File: src/rtl/button_event_if.sv
//------------------------------------------------------------------------------
// Module      : button_event_if
// Description : Button level in, single-cycle UI event pulses out.
// Revision    : 1.0 - initial release
//------------------------------------------------------------------------------
`default_nettype none

interface button_event_if;
    logic in;
    logic held;
    logic press;
    logic release_evt;
    logic click;
    logic long_press;
    logic repeat_evt;

    // Debounce / consumer side.
    modport master (
        output in,
        input  held,
        input  press,
        input  release_evt,
        input  click,
        input  long_press,
        input  repeat_evt
    );

    // Event generator side.
    modport slave (
        input  in,
        output held,
        output press,
        output release_evt,
        output click,
        output long_press,
        output repeat_evt
    );
endinterface

`default_nettype wire

File: src/rtl/button_event.sv
//------------------------------------------------------------------------------
// Module      : button_event
// Description : Turns a debounced button level into press/release/click/
//               long-press/auto-repeat pulses. Auto-repeat is built only when
//               the macro BTN_AUTOREPEAT_EN is defined.
// Revision    : 1.0 - initial release
//------------------------------------------------------------------------------
`default_nettype none

module button_event #(
    parameter int LONG_CNT   = 50000000,
    parameter int REPEAT_CNT = 10000000
) (
    input  wire logic     clk,
    input  wire logic     reset_n,
    button_event_if.slave bus
);

    localparam int c_max_cnt = (LONG_CNT > REPEAT_CNT) ? LONG_CNT : REPEAT_CNT;
    localparam int CNT_W     = $clog2(c_max_cnt) + 1;

    localparam logic [CNT_W-1:0] c_cnt_zero  = '0;
    localparam logic [CNT_W-1:0] c_cnt_one   = CNT_W'(1);
    localparam logic [CNT_W-1:0] c_long_last = CNT_W'(LONG_CNT - 1);
`ifdef BTN_AUTOREPEAT_EN
    localparam logic [CNT_W-1:0] c_rpt_last  = CNT_W'(REPEAT_CNT - 1);
`endif

    localparam logic [1:0] c_st_lock  = 2'd0;
    localparam logic [1:0] c_st_idle  = 2'd1;
    localparam logic [1:0] c_st_press = 2'd2;
    localparam logic [1:0] c_st_long  = 2'd3;

    generate
        if (LONG_CNT < 2 || REPEAT_CNT < 1) begin : g_param_check
            $error("button_event: LONG_CNT must be >= 2 and REPEAT_CNT >= 1");
        end
    endgenerate

    logic [1:0]       r_state;
    logic [1:0]       w_state_nxt;
    logic [CNT_W-1:0] r_cnt;
    logic [CNT_W-1:0] w_cnt_nxt;

    logic r_held, r_press, r_release, r_click, r_long, r_repeat;
    logic w_held, w_press, w_release, w_click, w_long, w_repeat;

    // State register; event outputs are registered alongside the state.
    always_ff @(posedge clk or negedge reset_n) begin
        if (!reset_n) begin
            r_state   <= c_st_lock;
            r_cnt     <= c_cnt_zero;
            r_held    <= 1'b0;
            r_press   <= 1'b0;
            r_release <= 1'b0;
            r_click   <= 1'b0;
            r_long    <= 1'b0;
            r_repeat  <= 1'b0;
        end else begin
            r_state   <= w_state_nxt;
            r_cnt     <= w_cnt_nxt;
            r_held    <= w_held;
            r_press   <= w_press;
            r_release <= w_release;
            r_click   <= w_click;
            r_long    <= w_long;
            r_repeat  <= w_repeat;
        end
    end

    // Next-state and counter. Release always wins over long/repeat.
    always_comb begin
        w_state_nxt = r_state;
        w_cnt_nxt   = r_cnt;
        case (r_state)
            c_st_lock: begin
                if (!bus.in) begin
                    w_state_nxt = c_st_idle;
                    w_cnt_nxt   = c_cnt_zero;
                end
            end
            c_st_idle: begin
                if (bus.in) begin
                    w_state_nxt = c_st_press;
                    w_cnt_nxt   = c_cnt_one;
                end
            end
            c_st_press: begin
                if (!bus.in) begin
                    w_state_nxt = c_st_idle;
                    w_cnt_nxt   = c_cnt_zero;
                end else if (r_cnt == c_long_last) begin
                    w_state_nxt = c_st_long;
                    w_cnt_nxt   = c_cnt_zero;
                end else begin
                    w_cnt_nxt   = r_cnt + c_cnt_one;
                end
            end
            c_st_long: begin
                if (!bus.in) begin
                    w_state_nxt = c_st_idle;
                    w_cnt_nxt   = c_cnt_zero;
                end else begin
`ifdef BTN_AUTOREPEAT_EN
                    if (r_cnt == c_rpt_last) begin
                        w_cnt_nxt = c_cnt_zero;
                    end else begin
                        w_cnt_nxt = r_cnt + c_cnt_one;
                    end
`else
                    w_cnt_nxt = r_cnt;
`endif
                end
            end
            default: begin
                w_state_nxt = c_st_lock;
                w_cnt_nxt   = c_cnt_zero;
            end
        endcase
    end

    // Output decode: values the event registers take on this edge.
    always_comb begin
        w_held    = (w_state_nxt == c_st_press) || (w_state_nxt == c_st_long);
        w_press   = (r_state == c_st_idle) && bus.in;
        w_release = ((r_state == c_st_press) || (r_state == c_st_long)) && !bus.in;
        w_click   = (r_state == c_st_press) && !bus.in;
        w_long    = (r_state == c_st_press) && bus.in && (r_cnt == c_long_last);
`ifdef BTN_AUTOREPEAT_EN
        w_repeat  = (r_state == c_st_long) && bus.in && (r_cnt == c_rpt_last);
`else
        w_repeat  = 1'b0;
`endif
    end

    assign bus.held        = r_held;
    assign bus.press       = r_press;
    assign bus.release_evt = r_release;
    assign bus.click       = r_click;
    assign bus.long_press  = r_long;
    assign bus.repeat_evt  = r_repeat;

endmodule

`default_nettype wire

File: src/flat_wrapper.sv
// flat-port wrapper written by rule: the top's interface ports become plain ports
module button_event_flat 
#(
    parameter int LONG_CNT   = 50000000,
    parameter int REPEAT_CNT = 10000000
)
  (clk, reset_n, bus_in, bus_held, bus_press, bus_release_evt, bus_click, bus_long_press, bus_repeat_evt);
  button_event_if bus_i ();
  input  wire logic clk;
  input  wire logic reset_n;
  input wire logic [$bits(bus_i.in)-1:0] bus_in;
  output wire logic [$bits(bus_i.held)-1:0] bus_held;
  output wire logic [$bits(bus_i.press)-1:0] bus_press;
  output wire logic [$bits(bus_i.release_evt)-1:0] bus_release_evt;
  output wire logic [$bits(bus_i.click)-1:0] bus_click;
  output wire logic [$bits(bus_i.long_press)-1:0] bus_long_press;
  output wire logic [$bits(bus_i.repeat_evt)-1:0] bus_repeat_evt;
  assign bus_i.in = bus_in;
  assign bus_held = bus_i.held;
  assign bus_press = bus_i.press;
  assign bus_release_evt = bus_i.release_evt;
  assign bus_click = bus_i.click;
  assign bus_long_press = bus_i.long_press;
  assign bus_repeat_evt = bus_i.repeat_evt;
  button_event #(.LONG_CNT(LONG_CNT), .REPEAT_CNT(REPEAT_CNT)) u_core (.clk(clk), .reset_n(reset_n), .bus(bus_i));
endmodule
File: config.mk
export PLATFORM = sky130hd
export DESIGN_NAME = button_event_flat
export DESIGN_NICKNAME = d
export VERILOG_FILES = /design/src/rtl/button_event_if.sv /design/src/rtl/button_event.sv /design/src/flat_wrapper.sv
export SDC_FILE = /design/constraint.sdc
export NUM_CORES = 1
export LEC_CHECK = 0
export CAP_MARGIN = 25
export CELL_PAD_IN_SITES_DETAIL_PLACEMENT = 0
export CELL_PAD_IN_SITES_GLOBAL_PLACEMENT = 2
export CORE_MARGIN = 1.5
export CORE_UTILIZATION = 36
export CTS_CLUSTER_DIAMETER = 30
export CTS_CLUSTER_SIZE = 8
export DETAILED_ROUTE_END_ITERATION = 12
export GPL_TIMING_DRIVEN = 0
export HOLD_SLACK_MARGIN = 0.06
export MAX_ROUTING_LAYER = met4
export PLACE_DENSITY_LB_ADDON = 0.08
export SKIP_CTS_REPAIR_TIMING = 1
export SLEW_MARGIN = 40
export SYNTH_ARGS = -nofsm -noshare
export SYNTH_HDL_FRONTEND = slang
export SYNTH_SLANG_ARGS = --single-unit
export TNS_END_PERCENT = 100
File: constraint.sdc
create_clock -name clk -period 2.2 [get_ports clk]
set_input_delay 0.33 -clock clk [delete_from_list [all_inputs] [get_ports clk]]
set_output_delay 0.33 -clock clk [all_outputs]
set_load 0.01 [all_outputs]
==> flow_results.xml, run 1 <==
<?xml version="1.0" encoding="UTF-8"?>
<metrics>
  <group name="run_status">
    <metric name="run_status" unit="">finished clean</metric>
  </group>
  <group name="critical_path">
    <metric name="critical_path_buf_inv_count" unit="">1</metric>
    <metric name="ff2ff_setup_slack" unit="ns">0.09</metric>
    <metric name="worstSetupEndpoint" unit="">u_core.r_cnt[21]$_DFFE_PN0P_</metric>
    <metric name="ordered_cell_list_for_the_critical_path" unit="">inv_1 -&gt; ha_1 -&gt; mux2i_4 -&gt; and3_1 -&gt; nand4_2 -&gt; or3_1 -&gt; a21oi_1</metric>
    <metric name="critPathLaunch" unit="">u_core.r_state[1]$_DFF_PN0_</metric>
    <metric name="reg_to_reg_start" unit="">u_core.r_state[1]$_DFF_PN0_</metric>
    <metric name="worst_setup_path_type" unit="">register to register</metric>
    <metric name="path_delay_family" unit="">simple AND/OR/NAND/NOR gates</metric>
    <metric name="arrival" unit="ns">2.32</metric>
    <metric name="worst_r2r_path_depth" unit="">7</metric>
    <metric name="critical_path.endpoint_type" unit="">register</metric>
    <metric name="crit_path_start_kind" unit="">register</metric>
    <metric name="r2r_end" unit="">u_core.r_cnt[21]$_DFFE_PN0P_</metric>
    <metric name="cp.depth" unit="">7</metric>
    <metric name="worst-endpoint-required" unit="ns">2.41</metric>
    <metric name="cpMaxStageDelayCell" unit="">dfrtp_1</metric>
    <metric name="max_stage_delay" unit="ns">0.46</metric>
    <metric name="crit_path_max_fanout" unit="">8</metric>
  </group>
  <group name="route">
    <metric name="final_antenna_net_count" unit="">0</metric>
    <metric name="dr_vias" unit="">1624</metric>
    <metric name="drc_errors" unit="">0</metric>
    <metric name="first_pass_iters" unit="">4</metric>
    <metric name="vias_per_cell" unit="">5.505</metric>
    <metric name="routed_length_per_instance" unit="µm">15.76</metric>
    <metric name="detail_route.iter0.violations" unit="">106</metric>
    <metric name="finalWirelength" unit="µm">4649</metric>
  </group>
  <group name="finish">
    <metric name="ff_latch_area" unit="µm²">850.8</metric>
    <metric name="n_fill_cell" unit="">529</metric>
    <metric name="syn_to_final_growth" unit="%">17.94</metric>
    <metric name="multiInputGateArea" unit="µm²">1049</metric>
    <metric name="drive_above_1_share" unit="%">16.00</metric>
    <metric name="antenna-diode-count" unit="">0</metric>
    <metric name="finalCoreUtilization" unit="%">44.33</metric>
    <metric name="num-nets-final" unit="">233</metric>
    <metric name="instances_no_fill" unit="">295</metric>
  </group>
  <group name="yosys">
    <metric name="synth_seq_cells" unit="">34</metric>
    <metric name="synth_flop_cell" unit="">dfrtp_1</metric>
    <metric name="synth_seq_area_share" unit="%">44.04</metric>
    <metric name="synthesized_instance_count" unit="">204</metric>
    <metric name="netlist.area_leader.share" unit="%">44.04</metric>
    <metric name="syn-mean-instance-area" unit="µm²">9.470</metric>
    <metric name="postSynth.asyncResetShare" unit="%">100.0</metric>
    <metric name="mappedNetlistArea" unit="µm²">1932</metric>
    <metric name="synth_largest_area_cell" unit="">dfrtp_1</metric>
    <metric name="netlist_top_cells_area" unit="">dfrtp_1 (44%), nor2_1 (4.9%), xor2_1 (4.1%), nand4_1 (3.9%), nand3_1 (3.4%)</metric>
    <metric name="synth_nets" unit="">211</metric>
    <metric name="synthDistinctLibCells" unit="">46</metric>
    <metric name="synth_warnings" unit="">0</metric>
    <metric name="synth_enable_flop_cells" unit="">0</metric>
  </group>
  <group name="sta">
    <metric name="worst_clock_skew" unit="ns">0.01043</metric>
    <metric name="worst_slew_margin_rel" unit="%">65.43</metric>
    <metric name="fmax" unit="MHz">473.9</metric>
    <metric name="timing_worst_slew_pin_value" unit="ns">0.5186</metric>
    <metric name="period_needed" unit="ns">2.110</metric>
    <metric name="final-setup-viol-count" unit="">0</metric>
    <metric name="final.period_utilization" unit="%">95.91</metric>
    <metric name="maxSlewViolCount" unit="">0</metric>
    <metric name="hold_viol_final" unit="">0</metric>
  </group>
  <group name="global_routing">
    <metric name="via_count_of_the_first_global_routing_pass" unit="">1615</metric>
    <metric name="gr-total-overflow" unit="">0</metric>
    <metric name="track_usage" unit="%">17.85</metric>
    <metric name="initial_antenna_violation_count" unit="">0</metric>
    <metric name="largest_net_degree_at_the_start_of_global_routing" unit="">21</metric>
    <metric name="global_route_wire_length_before_repair" unit="µm">7990</metric>
  </group>
  <group name="power">
    <metric name="p_per_area" unit="nW/µm²">861.6</metric>
    <metric name="ir_worst_vdd" unit="mV">0.2912</metric>
    <metric name="power.internal" unit="µW">1238</metric>
    <metric name="seq_power_share" unit="%">37.6</metric>
    <metric name="p_clk_share" unit="%">23.3</metric>
    <metric name="sw_frac_of_total" unit="%">36.91</metric>
    <metric name="netSwitchingPower" unit="µW">724.7</metric>
    <metric name="power.leakage" unit="µW">0.0009636</metric>
    <metric name="comb_power_share" unit="%">39.0</metric>
  </group>
  <group name="floorplan">
    <metric name="floorplan.die.width" unit="µm">76.26</metric>
    <metric name="die_y" unit="µm">76.26</metric>
    <metric name="die_area" unit="µm²">5815</metric>
    <metric name="initial_core_util" unit="%">37.59</metric>
    <metric name="io-pin-count" unit="">9</metric>
    <metric name="core" unit="µm²">5140</metric>
    <metric name="floorplan.rows" unit="">26</metric>
  </group>
  <group name="placement">
    <metric name="placed_cells" unit="">281</metric>
    <metric name="gp_congestion" unit="">0.8682</metric>
    <metric name="dpl.hpwl" unit="µm">3339</metric>
    <metric name="port_buffer_cells" unit="">6</metric>
  </group>
  <group name="clock_network">
    <metric name="ctsRootBufferMaster" unit="">clkbuf_8</metric>
    <metric name="clock_sink_total" unit="">34</metric>
    <metric name="tritoncts.num_buffers" unit="">5</metric>
    <metric name="clkTransAtPathRegs" unit="ns">0.07</metric>
    <metric name="clk_latency" unit="ns">0.29</metric>
    <metric name="cts_htree_levels" unit="">2</metric>
    <metric name="cts_tree" unit="">built</metric>
    <metric name="max-clock-path-buffers" unit="">2</metric>
  </group>
  <group name="run">
    <metric name="cap_viol_max_count" unit="">0</metric>
  </group>
  <group name="hold_path">
    <metric name="worst_hold_path.num_cells" unit="">2</metric>
    <metric name="hold_path.class" unit="">primary input to register</metric>
  </group>
</metrics>
## state kept, by name, indices dropped and copies added (netlist names)
register / flops
u_core.bus.click: 1
u_core.bus.held: 1
u_core.bus.long_press: 1
u_core.bus.press: 1
u_core.bus.release_evt: 1
u_core.r_cnt: 27
u_core.r_state: 2
## layer usage
metal,share of wire (%),GRT usage [%],vias up,wire [µm]
met5,0,-,-,0
met4,1.7,6.852,0,78
met3,4.0,4.072,8,185
met2,47,27.59,34,2168
met1,48,22.80,791,2217
li1,-,-,791,-
## logic make-up after synthesis
| kind of cell | Yosys count | share of synthesized area [%] |
|---|---|---|
| flops | 34 | 44.04 |
| fa+ha+maj | 4 | 2.591 |
| other cells | 1 | 0.1941 |
| buf+inv | 12 | 3.044 |
| compound gates | 35 | 12.05 |
| simple gates | 102 | 29.99 |
| xor+xnor | 14 | 6.347 |
| mux | 2 | 1.749 |
## power groups by stage
stage	Combinational, µW	Sequential [µW]	Clock, µW
finish	766	739	458
global route	859	747	502
CTS	665	734	477
detailed placement	663	746	0
global placement	646	743	0
floorplan	442	745	0
## cells in the final DEF, fill, tap and decap left out, drive strengths merged, types with 3 or more instances in the layout
master         instances
a21oi                  8
a31oi                  8
and2                   3
and3                   5
buf                   13
clkbuf                 8
clkdlybuf4s50          5
dfrtp                 34
ha                     4
inv                    6
nand2                 17
nand3                 13
nand4                 14
nor2                  26
nor3                   8
nor4                   4
nor4b                  3
o21ai                  9
xnor2                  5
xor2                   9
## cell type report
type	instances	area share, %
Buffer	6	1.922
Clock buffer	6	3.624
Inverter	6	0.9885
Multi-Input combinational cell	158	46.02
Sequential cell	34	37.34
Tap cell	70	3.844
Timing Repair Buffer	15	6.260
## Yosys cell counts (2+ instances only)
cell type,instances
nor4b_1,3
dfrtp_1,34
and2_1,3
nor4_1,2
and3_1,5
xor2_1,9
nor2_1,25
ha_1,4
a21oi_1,8
nand3_1,13
nor3_1,7
nand4_2,2
nand4_1,12
nor4_4,2
inv_1,6
a31oi_1,7
a21o_1,2
nand2_1,17
clkbuf_1,2
or2_2,2
buf_2,2
o21ai_0,9
xnor2_1,5
## how the worst min path moves through the flow
| stage | slack [ns] | endpoint | from |
|---|---|---|---|
| 6_report | 0.25 | u_core.bus.release_evt$_DFF_PN0_ | bus_in |
| 5_1_grt | 0.26 | u_core.bus.click$_DFF_PN0_ | bus_in |
| 4_1_cts | -0.04 | u_core.r_cnt[4]$_DFFE_PN0P_ | reset_n |
| 3_5_place_dp | 0.28 | u_core.r_cnt[4]$_DFFE_PN0P_ | reset_n |
| 3_3_place_gp | 0.50 | u_core.r_cnt[23]$_DFFE_PN0P_ | u_core.r_cnt[23]$_DFFE_PN0P_ |
| 2_1_floorplan | 0.03 | u_core.bus.click$_DFF_PN0_ | reset_n |
## metrics by stage
step	hold WS, ns	cell area [µm²]	setup WS (ns)	total power (µW)	setup TNS, ns
2_1_floorplan	0.03441	1932	0.2391	1187	0
3_3_place_gp	0.5004	2079	-0.05670	1389	-0.1612
3_5_place_dp	0.2751	2102	-0.09061	1408	-0.2476
4_1_cts	-0.03609	2185	-0.1095	1876	-0.4087
5_1_grt	0.2587	2278	-0.01460	2108	-0.01460
6_report	0.2494	2278	0.09007	1963	0
## worst register-to-register path, cell delays in order (launching register included)
cell and delay [ns]:
dfrtp_1 0.46, inv_1 0.07, ha_1 0.28, mux2i_4 0.31, and3_1 0.25, nand4_2 0.15, or3_1 0.37, a21oi_1 0.14
Note: power is estimated with default switching activity, not from simulation.
==> run 2, diff against run 1 <==
- CTS_CLUSTER_DIAMETER: 30 -> default
==> results of run 2 <==
Same layout as run 1: the final DEF is identical, and so are final timing and power.
